<file path="config.mk">
export PLATFORM = sky130hd
export DESIGN_NAME = result_collector
export DESIGN_NICKNAME = d
export VERILOG_FILES = /design/src/rtl/array_pkg.sv /design/src/rtl/lane_wr_ptr.sv /design/src/rtl/result_collector.sv
export SDC_FILE = /design/constraint.sdc
export NUM_CORES = 1
export LEC_CHECK = 0
export ABC_AREA = 1
export CORE_MARGIN = 1.5
export CORE_UTILIZATION = 50
export CTS_BUF_LIST = sky130_fd_sc_hd__clkbuf_8
export CTS_CLUSTER_SIZE = 28
export DETAILED_ROUTE_END_ITERATION = 6
export HOLD_SLACK_MARGIN = 0.03
export PLACE_DENSITY_LB_ADDON = 0.15
export SKIP_CTS_REPAIR_TIMING = 1
export SLEW_MARGIN = 5
export SYNTH_ARGS = -nofsm -noshare
export SYNTH_HDL_FRONTEND = slang
export SYNTH_SLANG_ARGS = --single-unit
</file>
<file path="constraint.sdc">
create_clock -name clk -period 2.3 [get_ports clk]
set_input_delay 0.345 -clock clk [delete_from_list [all_inputs] [get_ports clk]]
set_output_delay 0.345 -clock clk [all_outputs]
set_load 0.005 [all_outputs]
</file>
<file path="src/rtl/array_pkg.sv">
// Shared definitions for the systolic array result path.
// Provides default lane count and word width, lane/row types and the
// collector state encoding used by result_collector.
package array_pkg;

    localparam int DEF_STRIDE = 4;
    localparam int DEF_WIDTH  = 32;

    typedef logic [DEF_WIDTH-1:0] lane_word_t;
    typedef lane_word_t [DEF_STRIDE-1:0] row_t;

    typedef enum logic [1:0] {
        IDLE    = 2'd0,
        COLLECT = 2'd1,
        FULL    = 2'd2
    } col_state_t;

endpackage

</file>
<file path="src/rtl/lane_wr_ptr.sv">
// Per-lane saturating write pointer for the result collector.
// Ports:
//   clk, rst    - clock, synchronous active-high reset
//   clear       - restart: pointer and overflow flag return to zero
//   vld         - lane write strobe
//   waddr       - row the next accepted word is written to
//   we          - this cycle's strobe is accepted into memory
//   at_max      - pointer has reached DEPTH (lane complete)
//   last        - this cycle's write completes the lane
//   ovf         - sticky: a strobe arrived after the lane was complete
module lane_wr_ptr #(
    parameter int DEPTH = 4,
    parameter int AW    = 2
) (
    input  logic          clk,
    input  logic          rst,
    input  logic          clear,
    input  logic          vld,
    output logic [AW-1:0] waddr,
    output logic          we,
    output logic          at_max,
    output logic          last,
    output logic          ovf
);

    localparam logic [AW:0] PTR_MAX  = (AW+1)'(DEPTH);
    localparam logic [AW:0] PTR_LAST = (AW+1)'(DEPTH - 1);

    logic [AW:0] ptr;

    assign waddr  = ptr[AW-1:0];
    assign at_max = (ptr == PTR_MAX);
    // A strobe coinciding with clear is discarded, never written.
    assign we     = vld & ~clear & ~at_max;
    assign last   = we & (ptr == PTR_LAST);

    always_ff @(posedge clk) begin
        if (rst || clear) begin
            ptr <= '0;
            ovf <= 1'b0;
        end else begin
            if (we)
                ptr <= ptr + 1'b1;
            if (vld && at_max)
                ovf <= 1'b1;
        end
    end

endmodule

</file>
<file path="src/rtl/result_collector.sv">
// Collects the skewed output lanes of the systolic array into row-aligned
// storage and exposes complete rows through a one-cycle-latency read port.
// Ports:
//   clk, rst   - clock, synchronous active-high reset (clears memory too)
//   clear      - restart collection, memory contents kept
//   vld, d     - per-lane strobe and data, lane i at d[i*WIDTH +: WIDTH]
//   rd_en      - row read request, rd_addr selects the row
//   rd_data    - row data one cycle after rd_en, rd_valid marks it
//   busy       - collection in progress
//   done       - single-cycle pulse once every lane has delivered DEPTH words
//   full       - level, all rows complete
//   overflow   - sticky, a strobe was dropped because its lane was complete
module result_collector
    import array_pkg::*;
#(
    parameter int STRIDE = DEF_STRIDE,
    parameter int WIDTH  = DEF_WIDTH,
    parameter int DEPTH  = 4,
    parameter int AW     = (DEPTH > 1) ? $clog2(DEPTH) : 1
) (
    input  logic                    clk,
    input  logic                    rst,
    input  logic                    clear,
    input  logic [STRIDE-1:0]       vld,
    input  logic [STRIDE*WIDTH-1:0] d,
    input  logic                    rd_en,
    input  logic [AW-1:0]           rd_addr,
    output logic [STRIDE*WIDTH-1:0] rd_data,
    output logic                    rd_valid,
    output logic                    busy,
    output logic                    done,
    output logic                    full,
    output logic                    overflow
);

    logic [WIDTH-1:0] mem [DEPTH][STRIDE];

    logic [AW-1:0]     waddr [STRIDE];
    logic [STRIDE-1:0] we;
    logic [STRIDE-1:0] at_max;
    logic [STRIDE-1:0] last;
    logic [STRIDE-1:0] ovf;

    col_state_t state, state_nxt;
    logic       done_q;
    logic       rd_in_range;

    for (genvar i = 0; i < STRIDE; i++) begin : g_lane
        lane_wr_ptr #(
            .DEPTH (DEPTH),
            .AW    (AW)
        ) u_ptr (
            .clk    (clk),
            .rst    (rst),
            .clear  (clear),
            .vld    (vld[i]),
            .waddr  (waddr[i]),
            .we     (we[i]),
            .at_max (at_max[i]),
            .last   (last[i]),
            .ovf    (ovf[i])
        );
    end

    always_ff @(posedge clk) begin
        if (rst) begin
            for (int r = 0; r < DEPTH; r++)
                for (int i = 0; i < STRIDE; i++)
                    mem[r][i] <= '0;
        end else begin
            for (int i = 0; i < STRIDE; i++)
                if (we[i])
                    mem[waddr[i]][i] <= d[i*WIDTH +: WIDTH];
        end
    end

    always_ff @(posedge clk) begin
        if (rst)
            state <= IDLE;
        else
            state <= state_nxt;
    end

    always_comb begin
        state_nxt = state;
        if (clear) begin
            state_nxt = IDLE;
        end else begin
            case (state)
                IDLE:    if (|we)     state_nxt = COLLECT;
                COLLECT: if (&at_max) state_nxt = FULL;
                FULL:    state_nxt = FULL;
                default: state_nxt = IDLE;
            endcase
        end
    end

    // done fires in the cycle right after the write that completes the last
    // lane, i.e. while the state register still shows COLLECT.
    always_ff @(posedge clk) begin
        if (rst || clear)
            done_q <= 1'b0;
        else
            done_q <= (&(at_max | last)) & ~(&at_max);
    end

    assign rd_in_range = ({1'b0, rd_addr} < (AW+1)'(DEPTH));

    // Non-blocking memory update gives read-before-write on a shared row.
    always_ff @(posedge clk) begin
        if (rst) begin
            rd_data  <= '0;
            rd_valid <= 1'b0;
        end else begin
            rd_valid <= rd_en;
            if (rd_en)
                for (int i = 0; i < STRIDE; i++)
                    rd_data[i*WIDTH +: WIDTH] <= rd_in_range ? mem[rd_addr][i] : '0;
        end
    end

    assign busy     = (state == COLLECT);
    assign full     = (state == FULL);
    assign done     = done_q;
    assign overflow = |ovf;

endmodule

</file>
Word level (Yosys, flattened, before mapping)
Memory sizes are Yosys's and may differ from the RTL's. A register that Yosys moved wholly into a read port is not among the register bits.
Cells that the tools add are included.
{"block": "totals", "reg_bits": 20, "mem_bits_rw": 512, "input_bits": 138, "output_inout_bits": 133, "elab_cells": 93, "memories": 1}
{"memory": "mem", "words": 4, "width": 128, "read_ports": 1, "rd_clocked_by_memory_dff": 1, "wr": 4, "line": "result_collector.sv:36", "text": "logic [WIDTH-1:0] mem [DEPTH][STRIDE];"}
{"block": "classes", "n_addsub": 4, "n_eq_ne": 12, "n_mux": 29, "n_bitwise": 20, "reduce_logical": 16}
{"operator": "128-bit two-way mux", "count": 4}
{"operator": "128-bit OR reduction", "count": 4}
{"operator": "2-bit two-way mux", "count": 10}
{"operator": "1-bit two-way mux", "count": 14}
{"operator": "1-bit AND", "count": 13}
{"operator": "3-bit by 1-bit adder with 3-bit output (second input constant)", "count": 4}
{"operator": "3-bit by 2-bit == test with 1-bit output (second input constant)", "count": 4}
{"operator": "3-bit == test (second input constant)", "count": 4}
{"operator": "4-bit AND reduction", "count": 2}
{"operator": "4-bit OR reduction", "count": 2}
{"operator": "1-bit NOT", "count": 6}
{"operator": "2-bit case mux with 3 select lines", "count": 1}
{"operator": "1-bit logical AND", "count": 4}
{"operator": "4-bit bitwise OR", "count": 1}
{"operator": "2-bit by 1-bit == test with 1-bit output (second input constant)", "count": 1}
{"operator": "2-bit == test (second input constant)", "count": 1}
{"operator": "2-bit logical NOT", "count": 1}
{"operator": "2-bit by 1-bit != test with 1-bit output (second input constant)", "count": 1}
{"operator": "2-bit != test (second input constant)", "count": 1}
{"operator": "2-bit AND reduction", "count": 1}
{"operator": "2-bit OR reduction", "count": 1}
{"operator": "1-bit logical OR", "count": 1}

Depth between registers and ports, before layout
Gate-level depths: netlist of run 1.
{"block": "depth", "ltp_word": 8, "mapped_depth": 10, "ltp_nobuf": 10}

Hierarchy
A second synthesis of run 1 with hierarchy kept.
{"block": "hier_totals", "cells_unflattened": 3097, "hier_area_um2": 28802.6}
{"module": "result_collector", "instances": 1, "cells_per_inst": 2953, "area_per_inst_um2": 27756.6, "seq_area_each_um2": 18017.3}
{"module": "lane_wr_ptr", "instances": 4, "cells_per_inst": 36, "area_per_inst_um2": 261.5, "seq_area_each_um2": 80.1}

Worst setup path after synthesis of run 1
No wires, ideal clock.
{"block": "synth_timing", "path_kind": "register to register", "from": "register g_lane[2].u_ptr.ptr[0]", "to": "memory mem[0][32] (netlist name) (enable)", "setup_time_ps": 389, "arrival_time_ps": 2136, "required_time_ps": 1911, "slack_ps": -225, "path_stages_with_launch": 11, "n_path_buf": 1, "synth_period_minus_slack_ps": 2525, "cell_sequence": "dfxtp_1 inv_1 ha_1 nand2_1 inv_1 nor2_2 inv_2 nor2_4 nand2_2 buf_2 nand2_1"}
{"item": "from (decl)", "line": "lane_wr_ptr.sv:29", "text": "logic [AW:0] ptr;"}
{"item": "from (signal assigned)", "line": "lane_wr_ptr.sv:43", "text": "ptr <= ptr + 1'b1;"}
{"item": "to (decl)", "line": "result_collector.sv:36"}

Worst setup path in the final report of run 1
{"block": "layout_timing", "from": "register state[0]", "to": "output port full"}
{"block": "layout_between", "elab_chain_len": 1}
{"item": "from (decl)", "line": "result_collector.sv:44", "text": "col_state_t state, state_nxt;"}
{"item": "from (signal assigned)", "line": "result_collector.sv:81", "text": "state <= state_nxt;"}
{"item": "2-bit == test", "line": "result_collector.sv:123", "text": "assign full = (state == FULL);"}
{"item": "to (decl)", "line": "result_collector.sv:32", "text": "output logic full,"}
Every way passes these cells.

==> results of run 1 <==
==> power by group through the flow <==
stage,Sequential [uW],Combinational (uW),Clock [uW]
final,13600,2470,9620
after global routing,13700,2750,10300
after CTS,13600,2480,9780
after detailed placement,13900,2470,0
after global placement,13900,2430,0
after floorplan,13800,1240,0
==> path summary, 6_finish.rpt <==
path | startpoint | endpoint | slack [ns] | cells past startpoint
min reg2reg | g_lane[2].u_ptr.ovf | g_lane[2].u_ptr.ovf | 0.46 | 2
max | state[0] | full | 0.1 | 3
min | rd_en | rd_valid | 0.15 | 3
max reg2reg | g_lane[2].u_ptr.ptr[1] | mem[3][43] | 0.15 | 10
==> worst min-delay path: cells and delay by family <==
family	cells	cell delay, ns
AND/OR/NAND/NOR	1	0.12
buffers and inverters	2	0.29
==> state kept, by name (all words and copies together) (netlist names) <==
signal            cells
mem                 512
rd_data             128
g_lane.u_ptr.ptr     12
g_lane.u_ptr.ovf      4
state                 2
done                  1
rd_valid              1
==> cells in the final DEF (no fill, tap or decap), types with 3 or more instances in the layout <==
master           netlist  routed
inv_1                285     328
nand2_2                4      22
clkbuf_8               0     119
diode_2                0       3
nor2_1              1158    1158
nand2_1               46      27
o21ai_0              394     394
dfxtp_1              148     147
o21ai_1              130     130
clkinv_2               0      16
clkdlybuf4s50_1        0     266
ha_1                  24      23
nor2_2                 3       3
buf_4                  0      42
nand3_1                9       9
edfxtp_1             512     512
clkinvlp_4             0       4
buf_12                 0      31
a21oi_1               20      20
clkinv_1               0      17
==> per-stage QoR <==
step	area, um2	util [%]	hold WS (ns)	setup WS [ns]	TNS, ns
floorplan	28000	-	0.435	-0.204	-15.98
global placement	31700	57.4	0.446	0.0391	0
CTS	33700	61.1	0.103	0.0565	0
global route	33800	61.3	0.162	0.00406	0
detailed placement	31700	57.4	0.451	0.0565	0
finish	33800	61.3	0.152	0.0987	0
==> cells by family (layout without fill, tap and decap cells) <==
family,count (synthesis),after routing
AOI/OAI and AO/OA,544,544
adders and majority gates,24,24
buffers and inverters,466,835
DFF,660,660
other,0,3
and+or+nand+nor,1225,1225
==> area by class of cell <==
class,count,share of cell area [%]
sequential,660,54.2
multi-input combinational,1793,22.8
timing repair buffer,344,10.9
clock buffer,118,4.80
inverter,289,3.24
tap,748,2.77
clock inverter,84,1.22
antenna,3,0.0222
==> per-layer routing <==
metal,vias to the layer above,global-route usage [%]
met5,-,0
met1,9897,33.9
met3,90,4.38
met4,2,8.57
li1,10052,-
met2,608,40.4
==> impl_metrics.yaml, run 1 <==
outcome:
  status: "completed"
floorplan:
  num_rows: 86
  die_height_um: 239
  die_w_um: 239
  fp.coreArea_um2: 55200
  dieArea_um2: 57300
  start_util_pct: 50.6
  ios: 271
final_layout:
  seq_area_um2: 18300
  multi_input_area_um2: 7730
  syn_to_final_growth_pct: 21.0
  fillCellCount: 4697
  nets: 3357
  drive_gt1_share_pct: 7.73
  layout.cells.non_filler: 4039
power_and_ir_drop:
  switching_share_pct: 24.7
  clkPwrFrac_pct: 37.4
  p_leak_uw: 0.0144
  seqPwrFrac_pct: 53.0
  combPwrFrac_pct: 9.6
  netSwitchingPower_uw: 6340
  intPower_uw: 19400
  design_power_total_uw: 25700
  p_per_area_nw_per_um2: 760
  ir_worst_vdd_mv: 0.424
clock_tree:
  cts_inserted_buffers: 107
  path_clk_slew_ns: 0.06
  root_buffer: "clkbuf_8"
  cts_tree: "done"
  ctsLongestPathBuffers: 3
  htree_levels: 3
  numClockSinks: 660
  clock_latency_ns: 0.70
routing:
  wl_per_cell_um: 17.5
  dr_wl_met3_um: 4520
  vias: 20649
  drt_iter0_drc: 1407
  drt-pass1-iter-count: 5
  wl_met1_um: 30900
  drcViolationCount: 0
  routed_wl_um: 70600
  top_layer: "met5"
  postRouteAntennaNets: 0
  wl_met2_um: 33700
  viasPerCell: 5.11
sta:
  rsz0062_at_grt: "no"
  worst_pin_slew_ns: 0.940
  hold_violations: 0
  fin_crit_ns: 2.20
  timing.final.crit_share_pct: 95.7
  timing.slew.headroom_pct: 37.3
  slew_violations: 0
  max_freq_ghz: 0.454
  finalSetupViolCount: 0
  skew_ns: 0.0289
synth:
  synth_area_um2: 28000
  synth_top_area_share_pct: 55.0
  synth_fp_nets: 3081
  synth-adder-area-share_pct: 1.07
  synthXorXnorAreaFrac_pct: 0
  netlist_instances: 2919
  synth_warnings: 0
  async_flop_share_pct: 0
  yosysUniqueCellTypes: 20
  synth-compound-area-share_pct: 9.74
  ys_seq_area_share_pct: 65.6
  synth-seq-cells: 660
  synth_area_leader_cell: "edfxtp_1"
  synth.avg_cell_area_um2: 9.58
  synth_common_cells: "nor2_1, edfxtp_1, o21ai_0"
  yosysMostFrequentCell: "nor2_1"
  synth-simple-area-share_pct: 16.6
  yosys-top-cells-area: "edfxtp_1, nor2_1, dfxtp_1"
  yosys-mux-area-fraction_pct: 0
  synth_top_family_by_area: "simple AND/OR/NAND/NOR gates"
  synth_edf_count: 512
  dominantRegCellSynth: "edfxtp_1"
worst_setup_path:
  required_ns: 1.96
  cp_cell_sequence: "inv_1 -> ha_1 -> clkdlybuf4s50_1"
  path_class: "reg2out"
  max_stage_delay_ns: 0.53
  cp-end-kind: "primary output"
  crit_path_start_kind: "flip-flop"
  arrival_ns: 1.86
  worstPathMaxFanout: 3
  crit_path_top_delay_cell: "clkdlybuf4s50_1"
  critical_path.top_delay_family: "buffers and inverters"
  critPathBufInv: 2
global_route:
  first_global_vias: 20287
  antenna_found_initial: 4
  track_usage_pct: 24.9
  grt_max_degree: 105
  grt_overflow_total: 0
  grt_pass1_wl_um: 110000
placed_design:
  portBuffers: 270
  gp_congestion: 0.818
  dpl.hpwl_um: 43700
  dp.cells: 3831
job:
  max_cap_viol_count: 0
worst_hold_path:
  hp-class: "in2reg"
No activity file was read; power rests on OpenSTA's default activity.
==> inputs of run 2 (changes only) <==
--- a/config.mk
+++ b/config.mk
@@ -7,12 +7,13 @@
 export LEC_CHECK = 0
 export ABC_AREA = 1
 export CORE_MARGIN = 1.5
-export CORE_UTILIZATION = 50
+export CORE_UTILIZATION = 54
 export CTS_BUF_LIST = sky130_fd_sc_hd__clkbuf_8
 export CTS_CLUSTER_SIZE = 28
 export DETAILED_ROUTE_END_ITERATION = 6
 export HOLD_SLACK_MARGIN = 0.03
 export PLACE_DENSITY_LB_ADDON = 0.15
+export REMOVE_ABC_BUFFERS = 1
 export SKIP_CTS_REPAIR_TIMING = 1
 export SLEW_MARGIN = 5
 export SYNTH_ARGS = -nofsm -noshare
==> run 2 against run 1 <==
Cell count is 2.1% lower. Combinational power is 3% lower. Setup slack better by 0.00092 ns. Critical path type unchanged. First-iteration DRC count is 12% higher. Sequential share of layout area is 0.44 points higher. Maximum frequency hardly changed. Clock-buffer cell count is 11 higher. Register-to-register slack better by 0.16 ns. Die area is 7.3% lower. Sequential cell count stayed put. Sequential power hardly changed. Highest routed layer unchanged.
==> impl_metrics.yaml, run 2 (same netlist as run 1, synthesis figures left out) <==
outcome:
  status: "completed"
sta:
  fin_crit_ns: 2.20
  tns_ns: 0
  worst_pin_slew_ns: 0.676
  rsz0062_at_grt: "no"
  timing.slew.headroom_pct: 54.9
  finalSetupViolCount: 0
  max_freq_ghz: 0.454
  skew_ns: 0.0218
  whs_ns: 0.177
  slew_violations: 0
  timing.final.crit_share_pct: 95.7
  hold_violations: 0
floorplan:
  die_w_um: 231
  fp.coreArea_um2: 51200
  ios: 271
  die_height_um: 231
  dieArea_um2: 53100
  start_util_pct: 54.6
  num_rows: 83
placed_design:
  placed_area_um2: 31500
  dp.cells: 3752
  gp_congestion: 0.780
  portBuffers: 270
  dpl.hpwl_um: 39000
clock_tree:
  numClockSinks: 660
  cts_inserted_buffers: 108
  cts_tree: "done"
  ctsLongestPathBuffers: 3
  clock_latency_ns: 0.68
  root_buffer: "clkbuf_8"
  path_clk_slew_ns: 0.06
  htree_levels: 3
worst_setup_path:
  critPathBufInv: 2
  crit_path_top_delay_cell: "clkdlybuf4s50_1"
  required_ns: 1.96
  worstPathMaxFanout: 3
  max_stage_delay_ns: 0.52
  path_class: "reg2out"
  critical_path.top_delay_family: "buffers and inverters"
  arrival_ns: 1.86
  cp_cell_sequence: "inv_1 -> ha_1 -> clkdlybuf4s50_1"
  crit_path_start_kind: "flip-flop"
  cp-end-kind: "primary output"
final_layout:
  final_common_cell: "nor2_1"
  seq_area_um2: 18300
  drive_gt1_share_pct: 6.72
  antenna_cells: 0
  reg_top3: "mem: 512 flops, rd_data: 128 flops, g_lane.u_ptr.ptr: 12 flops"
  fillCellCount: 4125
  multi_input_area_um2: 7670
  largest_reg_flops: 512
  layout.cells.non_filler: 3953
  largest-register: "mem"
  final_cell_mix: "nor2_1, edfxtp_1, o21ai_0"
  nets: 3344
  post-route-util_pct: 65.5
  syn_to_final_growth_pct: 20.0
  postLayoutCellArea_um2: 33500
routing:
  viasPerCell: 5.21
  postRouteAntennaNets: 0
  vias: 20584
  wl_per_cell_um: 16.8
  drt-pass1-iter-count: 5
  drt_iter0_drc: 1571
  drcViolationCount: 0
  routed_wl_um: 66500
global_route:
  antenna_found_initial: 4
  first_global_vias: 20400
  grt_max_degree: 129
  grt_overflow_total: 0
  track_usage_pct: 25.0
  grt_pass1_wl_um: 104000
power_and_ir_drop:
  ir_worst_vdd_mv: 0.417
  p_per_area_nw_per_um2: 766
  p_leak_uw: 0.0143
job:
  max_cap_viol_count: 0
worst_hold_path:
  hp-class: "in2reg"
## run 2: cell count changes in the layout (fill, tap and decap cells not counted), sizes merged
| cell | change |
|---|---|
| buf | -11 |
| bufinv | -1 |
| clkbuf | +8 |
| clkdlybuf4s50 | -1 |
| clkinv | -11 |
| clkinvlp | -3 |
| diode | -3 |
| dlymetal6s2s | +1 |
| inv | +3 |
## run 2: final timing paths
path	startpoint	endpoint	slack, ns	cells past startpoint
max	state[0]	full	0.1	3
min reg2reg	g_lane[2].u_ptr.ovf	g_lane[2].u_ptr.ovf	0.46	2
max reg2reg	g_lane[2].u_ptr.ptr[0]	mem[0][63]	0.31	10
min	rst	g_lane[1].u_ptr.ovf	0.18	4
## run 2: area by class of cell
type / count / share of cell area (%)
tap: 680 / 2.54
sequential: 660 / 54.7
inverter: 289 / 3.26
clock inverter: 72 / 0.940
multi-input combinational: 1793 / 22.9
timing repair buffer: 330 / 10.4
clock buffer: 129 / 5.29
## run 2: layer usage
layer  global-route usage, %  vias up  share of wire, %
li1                        -    10019                 -
met1                    31.1     9836                41
met2                    43.1      603                50
met3                    4.87      118               6.6
met4                    9.35        8               2.5
met5                       0        -             0.062
## run 2: report_power, final
group	leakage (uW)	switching [uW]	total [uW]	internal (uW)
combinational	0.00656	1400	2390	987
sequential	0.00652	198	13600	13400
clock	0.00126	4530	9700	5170
total	0.0143	6130	25700	19600
## run 2: stage by stage
step                power (uW)  worst slack [ns]
global route             26800           0.00705
finish                   25700            0.0996
floorplan                14900            -0.521
global placement         16200             0.137
detailed placement       16300             0.111
CTS                      25900            0.0218
## run 2: worst min-delay path: cells and delay by family
kind            cells  cell delay, ns
simple gates        1            0.04
compound gates      1            0.06
buf+inv             2            0.35
